**src/rtl/imu_burst_reader_pkg.sv**
```systemverilog
// Shared definitions for the ICM-42688-P burst reader.
//
// Contents:
//   - sensor register addresses and the SPI read flag
//   - burst length and shadow byte-index to field mapping
//   - burst FSM state encoding
//   - burst_word(): extracts a big-endian 16-bit field from the byte buffer
//
// Optional build macro used by the reader: IMU_DRDY_EN (see imu_burst_reader.sv).

package imu_pkg;

    localparam logic [7:0] REG_TEMP_DATA1   = 8'h1D;
    localparam logic [7:0] REG_GYRO_DATA_Z0 = 8'h2A;
    localparam logic [7:0] SPI_READ_FLAG    = 8'h80;
    localparam logic [7:0] BURST_CMD        = SPI_READ_FLAG | REG_TEMP_DATA1;

    localparam int unsigned BURST_LEN = 14;

    typedef logic [3:0]                 byte_idx_t;
    typedef logic [BURST_LEN-1:0][7:0]  burst_t;

    // The burst covers a contiguous register block, so the last index follows from the addresses.
    localparam byte_idx_t IDX_LAST = byte_idx_t'(REG_GYRO_DATA_Z0 - REG_TEMP_DATA1);

    // Index of the high byte of each field; the low byte follows at index + 1.
    localparam byte_idx_t IDX_TEMP    = 4'd0;
    localparam byte_idx_t IDX_ACCEL_X = 4'd2;
    localparam byte_idx_t IDX_ACCEL_Y = 4'd4;
    localparam byte_idx_t IDX_ACCEL_Z = 4'd6;
    localparam byte_idx_t IDX_GYRO_X  = 4'd8;
    localparam byte_idx_t IDX_GYRO_Y  = 4'd10;
    localparam byte_idx_t IDX_GYRO_Z  = 4'd12;

    typedef enum logic [1:0] {
        StIdle,
        StCmd,
        StData,
        StCommit
    } imu_state_e;

    function automatic logic [15:0] burst_word(input burst_t b, input byte_idx_t hi);
        return {b[hi], b[hi + byte_idx_t'(1)]};
    endfunction

endpackage

```
**src/rtl/imu_burst_reader_if.sv**
```systemverilog
// Byte-level SPI master handshake between the burst reader and the SPI shifter.
//
// Signals:
//   spi_start  one-cycle pulse: start one byte transfer
//   spi_tx     byte to shift out, valid while spi_start is high
//   spi_csn    chip select, active low, held for a whole burst
//   spi_done   one-cycle pulse: byte transfer complete
//   spi_rx     received byte, valid while spi_done is high
// Modports: master (burst reader), slave (SPI shifter / model).

interface imu_burst_reader_if;

    logic       spi_start;
    logic [7:0] spi_tx;
    logic       spi_csn;
    logic       spi_done;
    logic [7:0] spi_rx;

    modport master (
        output spi_start,
        output spi_tx,
        output spi_csn,
        input  spi_done,
        input  spi_rx
    );

    modport slave (
        input  spi_start,
        input  spi_tx,
        input  spi_csn,
        output spi_done,
        output spi_rx
    );

endinterface

```
**src/rtl/imu_burst_reader_sample_tick.sv**
```systemverilog
// Burst trigger source for the IMU burst reader.
//
// Default build: divides clk_i by CLK_HZ/SAMPLE_HZ; the counter runs 0..period-1 and tick_o
// pulses on the wrap cycle. The counter is held at 0 while enable_i is low.
// With IMU_DRDY_EN defined: int1_i (sensor data-ready) is synchronised with two flops and
// tick_o pulses on its rising edge; CLK_HZ/SAMPLE_HZ are then unused.
//
// Ports:
//   clk_i, rst_ni  clock, asynchronous active-low reset
//   enable_i       ticks allowed only while high
//   int1_i         data-ready input (IMU_DRDY_EN only)
//   tick_o         one-cycle trigger pulse

module imu_sample_tick #(
    parameter int unsigned CLK_HZ    = 100_000_000,
    parameter int unsigned SAMPLE_HZ = 100
) (
    input  logic clk_i,
    input  logic rst_ni,
    input  logic enable_i,
`ifdef IMU_DRDY_EN
    input  logic int1_i,
`endif
    output logic tick_o
);

`ifdef IMU_DRDY_EN

    // [0],[1]: synchroniser; [2]: previous synchronised value for edge detect.
    logic [2:0] sync_q;

    always_ff @(posedge clk_i or negedge rst_ni) begin
        if (!rst_ni) begin
            sync_q <= '0;
        end else begin
            sync_q <= {sync_q[1:0], int1_i};
        end
    end

    assign tick_o = enable_i && sync_q[1] && !sync_q[2];

`else

    localparam int unsigned Period = CLK_HZ / SAMPLE_HZ;
    localparam int unsigned CntW   = (Period > 1) ? $clog2(Period) : 1;

    logic [CntW-1:0] cnt_q, cnt_d;
    logic            wrap;

    assign wrap = (cnt_q == CntW'(Period - 1));

    always_comb begin
        cnt_d = cnt_q;
        if (!enable_i || wrap) begin
            cnt_d = '0;
        end else begin
            cnt_d = cnt_q + CntW'(1);
        end
    end

    always_ff @(posedge clk_i or negedge rst_ni) begin
        if (!rst_ni) begin
            cnt_q <= '0;
        end else begin
            cnt_q <= cnt_d;
        end
    end

    assign tick_o = enable_i && wrap;

`endif

endmodule

```
**src/rtl/imu_burst_reader.sv**
```systemverilog
// ICM-42688-P burst reader: on each sample trigger, reads TEMP_DATA1..GYRO_DATA_Z0 (14 bytes)
// over a byte-level SPI handshake, assembles seven signed 16-bit samples in a shadow buffer
// and publishes them all at once with a one-cycle data_valid_o pulse.
//
// Build option: IMU_DRDY_EN -- trigger on the rising edge of int1_i instead of the timer.
//
// Ports:
//   clk_i, rst_ni        clock, asynchronous active-low reset
//   int1_i               sensor data-ready (IMU_DRDY_EN only)
//   enable_i             IMU init complete; bursts run only while high
//   spi                  SPI byte handshake (master modport)
//   temp_o, accel_*_o,
//   gyro_*_o             signed samples, held until the next complete burst
//   data_valid_o         one-cycle pulse when a new sample set is published
//   error_o              last burst aborted on byte timeout

module imu_burst_reader
    import imu_pkg::*;
#(
    parameter int unsigned CLK_HZ      = 100_000_000,
    parameter int unsigned SAMPLE_HZ   = 100,
    parameter int unsigned TIMEOUT_CYC = 4096
) (
    input  logic                clk_i,
    input  logic                rst_ni,
`ifdef IMU_DRDY_EN
    input  logic                int1_i,
`endif
    input  logic                enable_i,
    imu_burst_reader_if.master  spi,
    output logic signed [15:0]  accel_x_o,
    output logic signed [15:0]  accel_y_o,
    output logic signed [15:0]  accel_z_o,
    output logic signed [15:0]  gyro_x_o,
    output logic signed [15:0]  gyro_y_o,
    output logic signed [15:0]  gyro_z_o,
    output logic signed [15:0]  temp_o,
    output logic                data_valid_o,
    output logic                error_o
);

    localparam int unsigned TmoW = $clog2(TIMEOUT_CYC) + 1;

    logic tick;

    imu_sample_tick #(
        .CLK_HZ    (CLK_HZ),
        .SAMPLE_HZ (SAMPLE_HZ)
    ) u_sample_tick (
        .clk_i    (clk_i),
        .rst_ni   (rst_ni),
        .enable_i (enable_i),
`ifdef IMU_DRDY_EN
        .int1_i   (int1_i),
`endif
        .tick_o   (tick)
    );

    imu_state_e      state_q, state_d;
    logic            issued_q, issued_d;  // byte in flight: start sent, done not yet seen
    byte_idx_t       idx_q, idx_d;
    logic [TmoW-1:0] tmo_q, tmo_d;        // cycles since the last spi_start
    logic            csn_q, csn_d;
    logic            err_q, err_d;
    burst_t          shadow_q, shadow_d;
    burst_t          out_q, out_d;
    logic            start;

    always_comb begin
        state_d  = state_q;
        issued_d = issued_q;
        idx_d    = idx_q;
        tmo_d    = tmo_q;
        csn_d    = csn_q;
        err_d    = err_q;
        shadow_d = shadow_q;
        out_d    = out_q;
        start    = 1'b0;

        unique case (state_q)
            StIdle: begin
                csn_d    = 1'b1;
                issued_d = 1'b0;
                if (tick && enable_i) begin
                    csn_d   = 1'b0;
                    state_d = StCmd;
                end
            end

            StCmd, StData: begin
                if (!enable_i) begin
                    // Init lost: drop the burst silently, leave error_o alone.
                    csn_d    = 1'b1;
                    issued_d = 1'b0;
                    state_d  = StIdle;
                end else if (!issued_q) begin
                    start    = 1'b1;
                    issued_d = 1'b1;
                    tmo_d    = TmoW'(1);
                end else if (spi.spi_done) begin
                    issued_d = 1'b0;
                    if (state_q == StCmd) begin
                        idx_d   = '0;
                        state_d = StData;
                    end else begin
                        shadow_d[idx_q] = spi.spi_rx;
                        if (idx_q == IDX_LAST) begin
                            // Publish on entry to commit so outputs and the valid pulse line up.
                            out_d   = shadow_d;
                            err_d   = 1'b0;
                            csn_d   = 1'b1;
                            state_d = StCommit;
                        end else begin
                            idx_d = idx_q + byte_idx_t'(1);
                        end
                    end
                end else if (tmo_q == TmoW'(TIMEOUT_CYC - 1)) begin
                    err_d    = 1'b1;
                    csn_d    = 1'b1;
                    issued_d = 1'b0;
                    state_d  = StIdle;
                end else begin
                    tmo_d = tmo_q + TmoW'(1);
                end
            end

            StCommit: begin
                state_d = StIdle;
            end

            default: begin
                csn_d   = 1'b1;
                state_d = StIdle;
            end
        endcase
    end

    always_ff @(posedge clk_i or negedge rst_ni) begin
        if (!rst_ni) begin
            state_q  <= StIdle;
            issued_q <= 1'b0;
            idx_q    <= '0;
            tmo_q    <= '0;
            csn_q    <= 1'b1;
            err_q    <= 1'b0;
            shadow_q <= '0;
            out_q    <= '0;
        end else begin
            state_q  <= state_d;
            issued_q <= issued_d;
            idx_q    <= idx_d;
            tmo_q    <= tmo_d;
            csn_q    <= csn_d;
            err_q    <= err_d;
            shadow_q <= shadow_d;
            out_q    <= out_d;
        end
    end

    assign spi.spi_start = start;
    assign spi.spi_tx    = (state_q == StCmd) ? BURST_CMD : 8'h00;
    assign spi.spi_csn   = csn_q;

    assign data_valid_o = (state_q == StCommit);
    assign error_o      = err_q;

    assign temp_o    = burst_word(out_q, IDX_TEMP);
    assign accel_x_o = burst_word(out_q, IDX_ACCEL_X);
    assign accel_y_o = burst_word(out_q, IDX_ACCEL_Y);
    assign accel_z_o = burst_word(out_q, IDX_ACCEL_Z);
    assign gyro_x_o  = burst_word(out_q, IDX_GYRO_X);
    assign gyro_y_o  = burst_word(out_q, IDX_GYRO_Y);
    assign gyro_z_o  = burst_word(out_q, IDX_GYRO_Z);

endmodule

```
**src/flat_wrapper.sv**
```systemverilog
// flat-port wrapper written by rule: the top's interface ports become plain ports
module imu_burst_reader_flat import imu_pkg::*;
#(
    parameter int unsigned CLK_HZ      = 100_000_000,
    parameter int unsigned SAMPLE_HZ   = 100,
    parameter int unsigned TIMEOUT_CYC = 4096
)
  (clk_i, rst_ni, enable_i, accel_x_o, accel_y_o, accel_z_o, gyro_x_o, gyro_y_o, gyro_z_o, temp_o, data_valid_o, error_o, spi_spi_start, spi_spi_tx, spi_spi_csn, spi_spi_done, spi_spi_rx);
  imu_burst_reader_if spi_i ();
  input  logic clk_i;
  input  logic rst_ni;
  input  logic enable_i;
  output logic signed [15:0] accel_x_o;
  output logic signed [15:0] accel_y_o;
  output logic signed [15:0] accel_z_o;
  output logic signed [15:0] gyro_x_o;
  output logic signed [15:0] gyro_y_o;
  output logic signed [15:0] gyro_z_o;
  output logic signed [15:0] temp_o;
  output logic data_valid_o;
  output logic error_o;
  output wire logic [$bits(spi_i.spi_start)-1:0] spi_spi_start;
  output wire logic [$bits(spi_i.spi_tx)-1:0] spi_spi_tx;
  output wire logic [$bits(spi_i.spi_csn)-1:0] spi_spi_csn;
  input wire logic [$bits(spi_i.spi_done)-1:0] spi_spi_done;
  input wire logic [$bits(spi_i.spi_rx)-1:0] spi_spi_rx;
  assign spi_spi_start = spi_i.spi_start;
  assign spi_spi_tx = spi_i.spi_tx;
  assign spi_spi_csn = spi_i.spi_csn;
  assign spi_i.spi_done = spi_spi_done;
  assign spi_i.spi_rx = spi_spi_rx;
  imu_burst_reader #(.CLK_HZ(CLK_HZ), .SAMPLE_HZ(SAMPLE_HZ), .TIMEOUT_CYC(TIMEOUT_CYC)) u_core (.clk_i(clk_i), .rst_ni(rst_ni), .enable_i(enable_i), .spi(spi_i), .accel_x_o(accel_x_o), .accel_y_o(accel_y_o), .accel_z_o(accel_z_o), .gyro_x_o(gyro_x_o), .gyro_y_o(gyro_y_o), .gyro_z_o(gyro_z_o), .temp_o(temp_o), .data_valid_o(data_valid_o), .error_o(error_o));
endmodule
```
**config.mk**
```make
export PLATFORM = sky130hd
export DESIGN_NAME = imu_burst_reader_flat
export DESIGN_NICKNAME = d
export VERILOG_FILES = /design/src/rtl/imu_burst_reader_pkg.sv /design/src/rtl/imu_burst_reader_if.sv /design/src/rtl/imu_burst_reader_sample_tick.sv /design/src/rtl/imu_burst_reader.sv /design/src/flat_wrapper.sv
export SDC_FILE = /design/constraint.sdc
export NUM_CORES = 1
export LEC_CHECK = 0
export BUFFER_PORTS_ARGS = -buffer_cell sky130_fd_sc_hd__clkbuf_2
export CAP_MARGIN = 20
export CORE_MARGIN = 3
export CORE_UTILIZATION = 63
export CTS_CLUSTER_SIZE = 16
export DETAILED_ROUTE_END_ITERATION = 8
export GPL_TIMING_DRIVEN = 0
export PLACE_DENSITY = 0.93
export REMOVE_ABC_BUFFERS = 1
export SETUP_SLACK_MARGIN = 0.2
export SYNTH_ARGS = -nofsm -noshare
export SYNTH_HDL_FRONTEND = slang
export SYNTH_SLANG_ARGS = --single-unit
```
**constraint.sdc**
```tcl
create_clock -name clk_i -period 3.8 [get_ports clk_i]
set_input_delay 0.19 -clock clk_i [delete_from_list [all_inputs] [get_ports clk_i]]
set_output_delay 0.19 -clock clk_i [all_outputs]
set_load 0.01 [all_outputs]
```
# Yosys cells after proc, flatten, opt, wreduce, memory -nomap -nowiden
# Index checks and enable logic that the tools add are counted.
[word_totals] regBits=266 latch_bits=0 ramBits=0 rom_bits=0 in_bits=12 output_inout_bits=124 elab_cells=111 mem_count=0
[classes] n_addsub=3 mul=0 div=0 n_lt_le_gt_ge=2 eq_ne=17 shift=0 mux=37 n_bitwise=1 reduce_logical=16
[op_table] operator="$bwmux 112" count=1
[op_table] operator="$mux 13" count=3
[op_table] operator="$demux 8 s4" count=1
[op_table] operator="$add 20x1->20 const B" count=1
[op_table] operator="$eq 20x20->1 const B" count=1
[op_table] operator="$mux 20" count=1
[op_table] operator="$mux 1" count=17
[op_table] operator="$mux 8" count=2
[op_table] operator="$reduce_and 5->1" count=3
[op_table] operator="$mux 2" count=7
[op_table] operator="$add 13x1->13 const B" count=1
[op_table] operator="$eq 13x12->1 const B" count=1
[op_table] operator="$reduce_and 6->1" count=2
[op_table] operator="$mux 4" count=2
[op_table] operator="$ne 4x3->1 const B" count=2
[op_table] operator="$reduce_and 4->1" count=2
[op_table] operator="$ne 2x1->1 const B" count=3
[op_table] operator="$ne 2x2->1 const B" count=3
[op_table] operator="$pmux 2 s3" count=1
[op_table] operator="$lt 4x5->1 const B" count=1
[op_table] operator="$ne 5x3->1 const B" count=1
[op_table] operator="$add 4x1->4 const B" count=1
[op_table] operator="$eq 2x2->1 const B" count=2
[op_table] operator="$eq 4x4->1 const B" count=1
[op_table] operator="12 further kinds" count=16

# Longest topological paths before layout
[depth] ltp_word=7 ltp_mapped=9 ltp_nobuf=7

# Hierarchy
# Synthesis repeated with hierarchy kept, for this count alone.
[hier_totals] cells_unflattened=997 area_unflattened_um2=11562.3
[by_module_without_submodules] mod="imu_burst_reader" n_inst=1 cells_per_inst=893 area_per_inst_um2=10528.8 seq_area_each_um2=5957.0
[by_module_without_submodules] mod="imu_sample_tick" n_inst=1 cells_per_inst=104 area_per_inst_um2=1033.5 seq_area_each_um2=500.5

# Worst setup path after synthesis
# Ideal clock, no wire load.
[synth_timing] kind="flip-flop to flip-flop" from="reg u_core.state_q[1]" to="reg u_core.shadow_q[0] in the netlist's numbering" setup_ps=125 t_arrival_ps=1979 required_ps=3675 path_slack_ps=1696 stages_incl_launch_ff=8 n_path_buf=2 synth_period_minus_slack_ps=2104 path_cell_list="dfrtp_1 -> inv_1 -> ha_1 -> clkbuf_1 -> nor3_2 -> buf_4 -> nand2_1 -> mux2_2"
[synth_between] elab_chain_len=3 word_cells_on_any_way=5 cone_classes="2 x eq/ne; 1 x bitwise; 2 x reduce/logical"
[synth_lines] element="from (decl)" line_no="imu_burst_reader.sv:59" text="imu_state_e state_q, state_d;"
[synth_lines] element="from (signal assigned)" line_no="imu_burst_reader.sv:140" text="state_q <= StIdle;"
[synth_lines] element="from (signal assigned)" line_no="imu_burst_reader.sv:149" text="state_q <= state_d;"
[synth_lines] element="$eq 2x2->1 / $eq 2x1->1 (equally long branches)" line_no="imu_burst_reader.sv:80, imu_burst_reader.sv:102"
[synth_lines] element="$reduce_or 2->1 / $not 1->1 (equally long branches)"
[synth_lines] element="$reduce_and 5->1 (no line) (*)"
[synth_lines] element="to (signal assigned)" line_no="imu_burst_reader.sv:155" text="shadow_q <= shadow_d;"
[synth_lines] element="to (decl)" line_no="imu_burst_reader.sv:65" text="burst_t shadow_q, shadow_d;"
# Every way passes the cells marked *; elsewhere a longest branch is shown, timed or not.
# A chain may end at the register's enable or synchronous reset.

# Worst setup path in the final report
[layout_timing] from="reg u_core.state_q[0]" to="reg u_core.out_q, in the netlist u_core.accel_z_o[3]"
[layout_between] elab_chain_len=3 word_cells_on_any_way=5 cone_classes="2 x eq/ne; 1 x bitwise; 2 x reduce/logical"
[layout_lines] element="$eq 2x2->1 / $eq 2x1->1 (equally long branches)" line_no="imu_burst_reader.sv:80, imu_burst_reader.sv:102"
[layout_lines] element="$reduce_or 2->1 / $not 1->1 (equally long branches)"
[layout_lines] element="$reduce_and 6->1 (no line) (*)"
[layout_lines] element="to (signal assigned)" line_no="imu_burst_reader.sv:156" text="out_q <= out_d;"
[layout_lines] element="to (decl)" line_no="imu_burst_reader.sv:66" text="burst_t out_q, out_d;"
# Marked as above.

==> flow_summary.yaml <==
critical_path:
  worstPathMaxFanout: 22
  cp_data_arrival_time_ns: 3.75
  critical_path_class: "flop to flop"
  ff2ff_path_depth: 11
  critPathRequiredTime_ns: 4.23
  end_kind: "flop"
  start_kind: "flop"
  r2r_end: "u_core.accel_z_o[3]$_DFFE_PN0P_"
  regToRegSetupSlack_ns: 0.48
  timing.rr.start: "u_core.state_q[0]$_DFFE_PN0P_"
clocking:
  numCtsBuffers: 27
  worstSkewPairLatency_ns: 0.51
  cts_setup_buffers: 0
  cts_buffer_depth: 3
  cts_tree: "built"
  htreeDepth: 1
  path_clk_slew_ns: 0.06
  cts_root_buffer: "clkbuf_16"
  clock_sinks: 258
drt:
  first_iter_violations: 478
  vias: 8031
  viasPerCell: 5.86
  wire_per_inst_microns: 18.8
  final_antenna_net_count: 0
  drt_wl_total_microns: 25800
  dr.pass1.iters: 5
  drc: 0
global_routing:
  grt.total_usage: 0.258
  grt_max_degree: 115
  grt_pass1_wl_microns: 41800
  grt-ovfl-total: 0
  grt_pass1_vias: 8364
  antenna_found_initial: 0
synthesis:
  synthXorXnorAreaFrac: 0.0192
  synth_top_family_by_area: "multiplexers"
  synth_edf_count: 0
  ys_seq_area_frac: 0.567
  yosys_warnings: 0
  synth.area.mux_share: 0.181
  synth-main-ff-cell: "dfrtp_1"
  syn_inst: 1022
  syn_area_per_cell_sq_um: 11.2
  synthSimpleGateAreaFrac: 0.124
  synth_area_sq_um: 11400
  synth_compound_area_frac: 0.0649
  ys_types: 49
  synthArstFlopShare: 1.00
  synth_fa_ha_area_frac: 0.0121
  ys_ff_latch: 258
timing:
  tightest_slew_ns: 0.987
  skew_ns: 0.00553
  hold_viol: 0
  setup_viol: 0
  relSlewSlack: 0.340
  hold_ws_ns: 0.0649
  final_period_minus_worst_setup_slack_ns: 3.32
  min_period_over_period: 0.873
  rsz0062_at_grt: "false"
  slew_violations: 0
  max_freq_ghz: 0.301
  timing.setup.tns_ns: 0
min_path:
  whs_endpoint: "u_core.u_sample_tick.cnt_q[1]$_DFF_PN0_"
  min_path_type: "input port to flop"
  whs_path_depth: 2
  min_from: "enable_i"
power:
  power.density_nw_per_um2: 432
  p_seq_frac: 0.482
  power_uw: 5720
  pwr-share-clk: 0.496
  power_leakage_uw: 0.00694
  p_comb_frac: 0.022
  ir_worst_vdd_mv: 0.407
  p_int_uw: 4570
  switching_power_uw: 1140
  p_sw_frac: 0.200
floorplanning:
  die_y_microns: 141
  row_count: 48
  start_util: 0.652
  die_w_microns: 141
  core-area_sq_um: 17500
  dieArea_sq_um: 19700
  io_pins: 136
flow_run:
  drv_cap: 0
finish:
  diodes: 0
  syn2layout_area_growth_pct: 16.0
  finalInstanceArea_sq_um: 13200
  layout-drive-gt1-share: 0.271
  nets: 1149
  num-fill-cells: 1105
placed_design:
  place_congestion: 0.859
  placed_cell_area_sq_um: 12200
  hpwl_microns: 16100
  io_buffers: 132
status:
  status: "complete, no violations"
==> layout by cell type, fill, tap and decap left out, drive strengths merged, types with 4 or more instances in the layout <==
master and n:
xor2 15, mux2i 88, bufinv 6, a21oi 94
clkbuf 169, o21ai 15, ha 11, nand2 92
clkinv 7, nand3 23, and4 4, nor2b 4
and2 9, inv 5, nor3 6, dfrtp 257
xnor2 10, nor4 6, nor2 148, mux2 105
nand4 9, buf 13, a31oi 21
==> state kept, by name (all words and copies together) (netlist names) <==
register and cells:
u_core.state_q 2, u_core.gyro_x_o 16, u_core.gyro_y_o 16, u_core.issued_q 1, u_core.temp_o 16, u_core.u_sample_tick.cnt_q 20, u_core.gyro_z_o 16, u_core.tmo_q 13
u_core.accel_y_o 16, u_core.error_o 1, u_core.shadow_q 104, u_core.accel_x_o 16, u_core.spi.spi_csn 1, u_core.accel_z_o 16, u_core.idx_q 4
==> worst max path at each step <==
stage | endpoint | slack, ns | startpoint
final | u_core.accel_z_o[3]$_DFFE_PN0P_ | 0.48 | u_core.state_q[0]$_DFFE_PN0P_
after global routing | u_core.accel_z_o[0]$_DFFE_PN0P_ | 0.24 | u_core.state_q[0]$_DFFE_PN0P_
after CTS | u_core.accel_z_o[6]$_DFFE_PN0P_ | 0.51 | u_core.state_q[0]$_DFFE_PN0P_
after detailed placement | u_core.accel_z_o[6]$_DFFE_PN0P_ | 0.57 | u_core.state_q[0]$_DFFE_PN0P_
after global placement | u_core.accel_y_o[12]$_DFFE_PN0P_ | -4.52 | u_core.idx_q[1]$_DFFE_PN0P_
after floorplan | u_core.accel_y_o[10]$_DFFE_PN0P_ | -2.66 | u_core.state_q[0]$_DFFE_PN0P_
==> through the flow <==
stage          utilization  cells  setup WS (ns)
6_report             0.757   1370          0.482
5_1_grt              0.757   1370          0.240
4_1_cts              0.757   1370          0.508
3_5_place_dp         0.700   1320          0.565
3_3_place_gp         0.687   1307          -4.52
2_1_floorplan            -    950          -2.66
==> cell usage after synthesis (all sizes together), types with 2 or more instances <==
cell type	instances	area, sq um
xor2	15	131
a21oi	94	470
clkinv	2	7.51
nor4	6	52.6
nand3b	2	15.0
and3	3	18.8
nand3	23	140
buf	40	206
nand2	92	358
clkbuf	34	129
nor2b	4	25.0
mux2	105	1180
and2	9	56.3
nand4	9	56.3
nand2b	2	12.5
a41oi	2	17.5
nor3	6	35.0
inv	5	18.8
xnor2	10	87.6
or4	3	22.5
and4	4	35.0
ha	11	138
nor2	148	558
a31oi	21	131
o21ai	15	75.1
dfrtp	257	6430
mux2i	88	881
==> layout make-up <==
| type | count | area (sq um) | area share |
|---|---|---|---|
| sequential | 258 | 6460 | 0.488 |
| multi-input combinational | 685 | 4600 | 0.348 |
| timing repair buffer | 147 | 895 | 0.0676 |
| clock buffer | 37 | 763 | 0.0577 |
| tap | 225 | 282 | 0.0213 |
| clock inverter | 11 | 205 | 0.0155 |
| inverter | 7 | 26.3 | 0.00199 |
==> worst max-delay path: stages, from the launching register on <==
cell     delay (ns)
dfrtp_1        0.47
inv_1          0.07
ha_1           0.41
nand3_1        0.27
nor4_4         0.84
buf_8          0.27
buf_6          0.21
buf_6          0.17
buf_8          0.17
buf_8          0.17
nor2_1         0.06
a21oi_1        0.12
==> repair_timing <==
action,4_1_cts,5_1_grt
gates resized for setup,0,0
hold endpoints to repair,63,0
hold buffers,2,0
==> routing by layer <==
layer / up-vias / routed length (microns) / track usage
met5: - / 0 / 0
met4: 0 / 569 / 0.0739
met3: 49 / 1550 / 0.0365
met2: 253 / 13200 / 0.454
met1: 4021 / 10500 / 0.336
li1: 3708 / - / -
==> power groups by stage <==
stage               registers, uW  clock network (uW)  logic [uW]
floorplan                    2800                   0        13.3
global placement             2800                   0         114
detailed placement           2800                   0         126
CTS                          2750                2870         129
global route                 2750                3000         140
finish                       2750                2840         126
==> cells by family (layout without fill, tap and decap cells) <==
group                    after synthesis  in the layout
XOR/XNOR                              25             25
AND/OR/NAND/NOR                      315            315
multiplexers                         193            193
AO/OA/AOI/OAI                        138            138
other                                  1              3
flip-flops                           258            258
adder cells (fa/ha/maj)               11             11
buffers and inverters                 81            202
(Power assumes the default switching activity.)
